## config.mk

```make
export PLATFORM = sky130hd
export DESIGN_NAME = bound_flash
export DESIGN_NICKNAME = d
export VERILOG_FILES = /design/src/rtl/bound_flash.sv
export SDC_FILE = /design/constraint.sdc
export NUM_CORES = 1
export LEC_CHECK = 0
export BUFFER_PORTS_ARGS = -buffer_cell sky130_fd_sc_hd__buf_2
export CORE_UTILIZATION = 55
export CTS_CLUSTER_DIAMETER = 60
export DETAILED_ROUTE_END_ITERATION = 10
export GPL_TIMING_DRIVEN = 0
export PLACE_DENSITY = 0.81
export SYNTH_ARGS = -nofsm -noshare
export SYNTH_HDL_FRONTEND = slang
export SYNTH_SLANG_ARGS = --single-unit
```

## constraint.sdc

```tcl
create_clock -name clk -period 2.55 [get_ports clk]
set_input_delay 0.1275 -clock clk [delete_from_list [all_inputs] [get_ports clk]]
set_output_delay 0.1275 -clock clk [all_outputs]
set_load 0.1 [all_outputs]
```

## src/rtl/bound_flash.sv

```systemverilog
// bound_flash: 16-lamp bound flasher that moves one lamp per clock through bounds 0/5/10/15,
// with flick-triggered kickback at lamp 5 and lamp 10 during the rising phases.
module bound_flash (
  input  logic        clk,
  input  logic        rst_n,
  input  logic        flick,
  output logic [15:0] lamp
);
  typedef enum logic [2:0] {IDLE, UP_0_5, DN_5_0, UP_0_10, DN_10_5, UP_5_15, DN_15_0} state_t;
  state_t state, state_n;
  logic [15:0] lamp_n, up, dn;
  logic kick;
  assign up = {lamp[14:0], 1'b1};
  assign dn = {1'b0, lamp[15:1]};
  // kickback points are the lamp-5 and lamp-10 patterns
  assign kick = flick && (lamp == 16'h003F || lamp == 16'h07FF);
  always_ff @(posedge clk or negedge rst_n)
    if (!rst_n) begin
      state <= IDLE;
      lamp  <= '0;
    end else begin
      state <= state_n;
      lamp  <= lamp_n;
    end
  always_comb begin
    state_n = state;
    lamp_n  = up;
    case (state)
      IDLE: begin
        state_n = flick ? UP_0_5 : IDLE;
        lamp_n  = flick ? 16'h0001 : 16'h0000;
      end
      UP_0_5: begin
        state_n = (lamp == 16'h003F) ? DN_5_0 : UP_0_5;
        lamp_n  = (lamp == 16'h003F) ? dn : up;
      end
      DN_5_0: begin
        state_n = (lamp == 16'h0000) ? UP_0_10 : DN_5_0;
        lamp_n  = (lamp == 16'h0000) ? up : dn;
      end
      UP_0_10: begin
        state_n = kick ? DN_5_0 : (lamp == 16'h07FF) ? DN_10_5 : UP_0_10;
        lamp_n  = (kick || lamp == 16'h07FF) ? dn : up;
      end
      DN_10_5: begin
        state_n = (lamp == 16'h001F) ? UP_5_15 : DN_10_5;
        lamp_n  = (lamp == 16'h001F) ? up : dn;
      end
      UP_5_15: begin
        state_n = kick ? DN_10_5 : (lamp == 16'hFFFF) ? DN_15_0 : UP_5_15;
        lamp_n  = (kick || lamp == 16'hFFFF) ? dn : up;
      end
      DN_15_0: begin
        state_n = (lamp == 16'h0000) ? IDLE : DN_15_0;
        lamp_n  = dn;
      end
      default: begin
        state_n = IDLE;
        lamp_n  = '0;
      end
    endcase
  end
endmodule

```

After elaboration in Yosys (flattened, before gate mapping)
Index checks and enable logic that the tools add are counted.
- bits of input ports: 3
- flip-flop bits (word level): 19
- reductions and logical operators: 6
- equal/unequal tests: 10
- muxes and demuxes: 17
- operators by type and width (cell ; count):
    case mux 16 bit (7 select lines) ; 1
    two-way mux 16 bit ; 5
    case mux 3 bit (7 select lines) ; 1
    == test 16 x 11 -> 1 bit (second input constant) ; 1
    == test 16 bit (second input constant) ; 1
    == test 16 x 5 -> 1 bit (second input constant) ; 1
    == test 16 x 6 -> 1 bit (second input constant) ; 1
    zero test 16 bit ; 1
    == test 3 bit (second input constant) ; 3
    two-way mux 3 bit ; 3
    == test 3 x 2 -> 1 bit (second input constant) ; 2
    two-way mux 2 bit ; 3
    two-way mux 1 bit ; 4
    == test 3 x 1 -> 1 bit (second input constant) ; 1
    zero test 3 bit ; 1
    logical OR 1 bit ; 3
    logical AND 1 bit ; 1

Depth between registers and ports, before layout
Gate-level depths: netlist of run 1.
- depth after elaboration: 6
- mapped depth: 7
- mapped depth without buffers: 6

Worst setup path before layout of run 1
Ideal clock, no wire load.
- path type: flip-flop to flip-flop
- start: reg lamp[4]
- end: reg lamp[9]
- cell stages (with the launch flop): 7
- path buffers: 0
- slack: -0.166 ns
- clock period less this slack: 2.716 ns
- required time: 2.426 ns
- library setup time: 0.124 ns
- arrival time: 2.593 ns
- cells stage by stage: dfrtp_1 -> and4_1 -> nand3_1 -> o41ai_4 -> a21boi_4 -> nand2_2 -> a22o_1
- longest elaborated chain between the ends: 6
- elaborated cells on any way between the ends: 15
- classes of those cells: eq/ne: 4; mux: 6; reduce/logical: 5
- ends and longest elaborated chain (item ; line ; text):
    from (decl) ; 7 ; output logic [15:0] lamp
    from (signal assigned) ; 23 ; lamp <= lamp_n;
    == test 16 x 6 -> 1 bit / == test 16 x 11 -> 1 bit (equally long branches) ; 16, 35, 43 ;
    logical OR 1 bit ; 16 ; assign kick = flick && (lamp == 16'h003F || lamp == 16'h07FF);
    logical AND 1 bit ; 16 ;
    logical OR 1 bit, on equally long branches ; 51, 43 ;
    two-way mux 16 bit, on equally long branches ; 51, 43 ;
    case mux 16 bit (7 select lines) (*) ; 28 ; case (state)
    net lamp_n[9] ; 11 ; logic [15:0] lamp_n, up, dn;
Mark *: on every way through the listed nets, which the timed path passes. The rest lies on a longest branch.

Worst setup path in the final report of run 1
- start: reg lamp[6]
- end: reg lamp[14]
The elaborated chain is that of the path after synthesis.

==> summary.md, run 1 <==
The flow ran to the end, and the final reports show no timing, DRC or antenna violations. Setup repair after global routing left no endpoint under its margin. In this run, post-CTS repair resized a total of 0 instances. The most used flip-flop cell after synthesis is dfrtp_1. The die span in x is 48.7 µm.

In this run the cell area measured after placement is 1330 µm². The tree built by TritonCTS fans out to 19 sinks. Across the routed clock network, the largest skew measured is 0.00425 ns.

Instance count of the mapped netlist: 120. The category of the critical setup timing path is reg -> reg. The run gives 0 as the remaining number of nets flagged by the antenna check after routing.

The die covers 2370 µm². The most common cell after layout, fill and taps aside was buf_2. The total routing resource utilization after global routing was 29.3%; the via density per instance was 6.77. The worst pin sits at a relative slew slack of 62.3%. The placer's final routability congestion estimate was 0.920; the async set-reset flop share out of synthesis was 100%. The die boundary height is 48.7 µm, and the clock period minus worst slack is 2.37 ns.

Critical path capture point type: a flop. The post-synth net total is 123. Derived from the worst setup path, the maximum achievable clock frequency is 422 MHz. The via count of the first global-routing pass was 1104; the initial cell density of the core was 59.8%. In this run, synthesis inferred 0 flip-flops with an integrated enable. In this run, distinct cell masters in the synthesized netlist total 39. For this run, the register share of the synthesized area comes to 39.7%. In this run, the number of DRC markers left after iteration 0 of detailed routing was 86.

Number of buffers added by the clock tree synthesis step: 3. Number of slew-limit violations in the final report: 0. I/O pin count: 19. For this run, the number of Yosys warnings is 0.

The finished layout holds 171 standard cells, fillers aside. For the mapped cell area, the log shows 1200 µm². The global route total overflow came out at 0. The logs give 165 for the number of cells in the design after placement and 3090 µm for the final routed wirelength across all metal layers.

After legalization and detailed placement, the total HPWL measured 2260 µm. The tools report the root buffer cell as clkbuf_4. For this run, the detailed router's first-pass iteration total came to 4.

At the end of the flow, the number of nets in the layout was 148. TritonCTS built the clock tree. In the final routed layout, each cell accounts on average for 18.1 µm. For the worst-skew pair, the clock arrives at the later sink with an insertion delay of 0.30 ns. The required time reported for the critical path endpoint is 2.75 ns, and the CTS H-tree depth is 1. With fillers left out, the area of the finished cells amounts to 1380 µm².

The top cell types in the final layout, fill and taps aside, are buf_2 (19), nand2_1 (16), a22o_1 (13). Entering global routing, the biggest net connects 20 pins. The tools report the total count of hold-check failures in the final report as 0. The area growth from synthesis to layout is 15.2%. In this run the standard cell core region covers 2000 µm². In the final timing run, aggregate negative setup slack is 0 ns. The type of element launching the critical path was a flop. During placement, the flow inserted port buffers numbering 18. For the pin with the worst max-slew slack, the measured transition is 0.559 ns.

The first global-routing pass estimated 5320 µm of wire. The final critical-path share of the clock period is 93.0%. The worst hold path belongs to the class in -> reg.

Counting along the longest clock path gives a buffer depth of 2. The count of standard-cell rows was 16; the number of synthesized register bits was 19. For the number of antenna violations at the first check in global routing, the log shows 0. The run gives 2.57 ns as the worst endpoint data arrival time. The post-route netlist has 34.7% of its cells at a drive strength greater than 1. Across the run, the number of max-cap violations was 0.

Remaining design rule violation count: 0. The maximum fanout along the worst path was 6. Setup violations remaining at the end of the flow were counted as 0. The average instance area after synthesis was 9.98 µm². Clock-pin slew was measured on the worst setup and hold paths at 0.11 ns. The vias after detailed routing is 1158, and the diode insertion count for antenna repair is 0.
[Yosys cell counts (all sizes together), types with 2 or more instances]
master  number  share of area, %
nor2        10               3.1
a22o        13               9.5
nor2b        2               1.0
and4         3               2.4
nor4         7               6.2
o211ai       3               2.7
o41ai        3               3.8
dfrtp       19                40
a31o         2               1.5
a31oi        3               2.8
nand2       19               7.0
nand3        6               2.5
o21ai        3               1.6
clkbuf       3              0.94
and2         3               1.6
a21oi        2              0.84
nand4        3               1.6
nand3b       2               1.3
inv          4               1.3
[flip-flops by register name, indices dropped and copies added (netlist names)]
name,count
state,3
lamp,16
[final timing paths]
check | start | end | slack, ns | cells after the start
worst max-delay path | lamp[6] | lamp[14] | 0.18 | 6
worst min-delay path | flick | state[0] | 0.19 | 2
worst max register to register | lamp[6] | lamp[14] | 0.18 | 6
worst min register to register | lamp[15] | lamp[14] | 0.57 | 1
max in group asynchronous | rst_n | lamp[5] | 1.95 | 2
min in group asynchronous | rst_n | state[1] | 0.28 | 2
[critical path, cell delays in order, from the launching register on]
cell	delay, ns
dfrtp_2	0.46
nor4_4	0.42
a221oi_1	0.22
o41ai_4	0.44
a21boi_4	0.34
nand2_2	0.13
a22o_1	0.26
[final cells by class]
| type | instances | area (µm²) |
|---|---|---|
| buffer | 4 | 16.3 |
| clock buffer | 3 | 22.5 |
| clock inverter | 1 | 5.00 |
| fill | 162 | 623 |
| inverter | 4 | 15.0 |
| multi-input combinational | 93 | 691 |
| sequential | 19 | 488 |
| tap | 27 | 33.8 |
| timing repair buffer | 20 | 108 |
[cells by family (layout without fill, tap and decap cells)]
kind of cell	after synthesis	after routing	share of synthesized area [%]
compound gates	36	36	29.6
simple gates	57	57	28.1
flops	19	19	39.7
buf+inv	8	32	2.61
[repair_timing]
action                                  in CTS  in global routing
hold buffers                                 1                  0
endpoints found under the hold margin       19                  0
endpoints found under the setup margin       0                  3
setup buffers                                0                  1
[stage by stage]
stage | setup WS (ns) | util (%) | hold slack [ns]
3_3_place_gp | 0.213 | 66.6 | 0.0810
4_1_cts | 0.129 | 68.5 | 0.180
2_1_floorplan | 0.000443 | - | -0.168
3_5_place_dp | 0.145 | 66.6 | 0.0889
5_1_grt | 0.00536 | 68.9 | 0.205
6_report | 0.178 | 68.9 | 0.191
[routing by layer]
layer	vias to the layer above	part of all wire [%]	track usage, %
met4	0	2.9	11.8
li1	518	-	-
met3	14	7.3	3.14
met2	69	48	48.1
met5	-	0	0
met1	557	41	39.2
Power of run 1 is left out: the tool's default activity adds up to more than one toggle a clock period on the data nets, which glitch-free logic cannot reach.
==> run 2, diff against run 1 <==
==> constraint.sdc (replaced) <==
create_clock -name clk -period 2.75 [get_ports clk]
set_input_delay 0.1375 -clock clk [delete_from_list [all_inputs] [get_ports clk]]
set_output_delay 0.1375 -clock clk [all_outputs]
set_load 0.1 [all_outputs]
==> summary.md, run 2 (synthesis gave the netlist of run 1 again) <==
The run finished with clean final reports. The via count of the first global-routing pass came out at 1046. Counting cells, the worst reg-to-reg path comes to 6. The final critical path takes up 87.0% of the cycle.

The die boundary height came out at 48.7 µm. Setup repair after global routing left no endpoint under its margin. Timing analysis after detailed placement gives a worst setup slack of 0.422 ns.

The startpoint of the worst hold path is flick. The start of the worst register-to-register path is lamp[7]. The pin slew with the least headroom to its limit is 0.534 ns, and the first-pass GRT wire length is 4710 µm.

The number of slew-limit violations in the final report is 0, and the worst endpoint data arrival time is 2.59 ns. Number of antenna violations at the first check in global routing: 0. The run gives 25.6% as the total routing resource utilization after global routing.

TritonCTS built the clock tree. The longest clock path from root to sink contains 2 buffers. The min-delay analysis places its worst path in the category in -> reg.

The quantity of I/O buffers inserted on ports works out to 18. The final layout contains routed wiring with a total length of 2860 µm. The number of flip-flops under the largest register name works out to 16. From left edge to right edge, the die measures 48.7 µm. After routing, the total negative slack on setup checks comes to 0 ns. The tree is rooted in a clkbuf_4. The detailed placement HPWL came out at 2080 µm. After clock tree synthesis, the clock-pin slew on the worst setup and hold paths is 0.12 ns. In this run the critical register-to-register path is captured at lamp[11].

In this run, the number of DRC markers left after iteration 0 of detailed routing was 32. The count of endpoints failing setup in the final report came out at 0. The final route contains 1134 vias. In the final layout, the share of cells above drive strength 1 is 27.3%. Using the TritonRoute via totals, the vias-per-cell ratio works out to 6.67. The layout-stage area growth over the synthesis result came out at 13.5%. Along the worst hold path, the cell count comes to 2.

The total count of hold-check failures in the final report came out at 0. The insertion delay of the later-clocked pin in the worst-skew pair is 0.31 ns, and the number of buffers added by the clock tree synthesis step is 3. Counting flops per register, the top entry is lamp.

The I/O pin count was 19; the fmax was 418 MHz. STA puts the critical path data required time at 2.95 ns. The logs give 0.0142 ns for the maximum clock skew at final layout and 20 for the maximum number of pins on one net before global-route repair. CTS saw 19 sinks. The initial utilization of the core area, before any placement, comes to 59.8%.

The path with the worst hold slack has its endpoint at state[0]. The area of the die was 2370 µm²; the setup slack of the most critical reg-to-reg path was 0.36 ns. The count of nets left with antenna violations once routing finished came out at 0. In the layout the commonest cells are buf_2 (19), dfrtp_1 (19), nand2_1 (16). Summed over all layers, the global routing overflow is 0. The clock period minus worst slack works out to 2.39 ns. The net count of the finished layout is 147. Row generation in the floorplan step produced 16 rows. For the placer's final routability congestion estimate, the log shows 0.905. The worst setup path is of the reg -> reg kind. The core region is 2000 µm².

The CTS H-tree depth was 1. The worst setup path is launched from a flop. The largest registers in the layout are lamp (16), state (3). The worst pin sits at a relative slew slack of 63.9%. The total of max-cap violations came out at 0.

Beginning of the critical path: lamp[7]. The tools report the critical path capture point type as a flop. Before antenna repair, the detailed router went through 4 iterations. Post-CTS setup-driven buffer insertion count: 0.

Maximum fanout along the worst path: 6. After detailed routing, the average wire length per cell comes to 16.8 µm. The run gives 0 as the remaining design rule violation count. The logs give 0.356 ns for the post-layout worst setup margin and 0 for the diode insertion count for antenna repair.
==> run 2: how the worst max path moves through the flow <==
stage / end / cells past startpoint
detailed placement: lamp[9] / 6
global route: lamp[9] / 6
global placement: lamp[14] / 6
CTS: lamp[9] / 6
finish: lamp[11] / 6
floorplan: lamp[9] / 6
==> run 2: through the flow <==
step	hold slack (ns)	utilization (%)	cell area [µm²]	std cells
finish	0.186	67.9	1360	170
global route	0.210	67.9	1360	170
CTS	0.192	67.9	1360	170
detailed placement	0.0950	66.0	1320	165
global placement	0.0934	66.0	1320	165
floorplan	-0.158	-	1200	120
==> run 2: worst max-delay path: stages, from the launching register on <==
cell,delay (ns)
dfrtp_1,0.47
nor4_4,0.41
a221oi_1,0.20
o41ai_4,0.47
a21boi_4,0.35
nand2_4,0.11
a22o_1,0.26
==> run 2: what timing repair did <==
item	in CTS	in global routing
endpoints found under the setup margin	0	0
hold buffers	1	0
hold endpoints to repair	19	0
gates resized for setup	0	0
==> run 2: cell type report <==
type | count | area, µm²
multi-input cells | 93 | 691
fillers | 165 | 643
clock buffers | 3 | 22.5
clock inverters | 1 | 5.00
well taps | 27 | 33.8
repair buffers | 19 | 100
flip-flops and latches | 19 | 475
inverters | 4 | 15.0
plain buffers | 4 | 16.3
==> run 2: per-layer routing <==
| metal | routed length, µm | GRT usage [%] | vias to the layer above |
|---|---|---|---|
| met2 | 1410 | 44.0 | 55 |
| met5 | 0 | 0 | - |
| li1 | - | - | 515 |
| met4 | 60 | 11.3 | 0 |
| met1 | 1220 | 32.7 | 551 |
| met3 | 166 | 1.89 | 13 |
Power of run 2 is left out for the same reason.
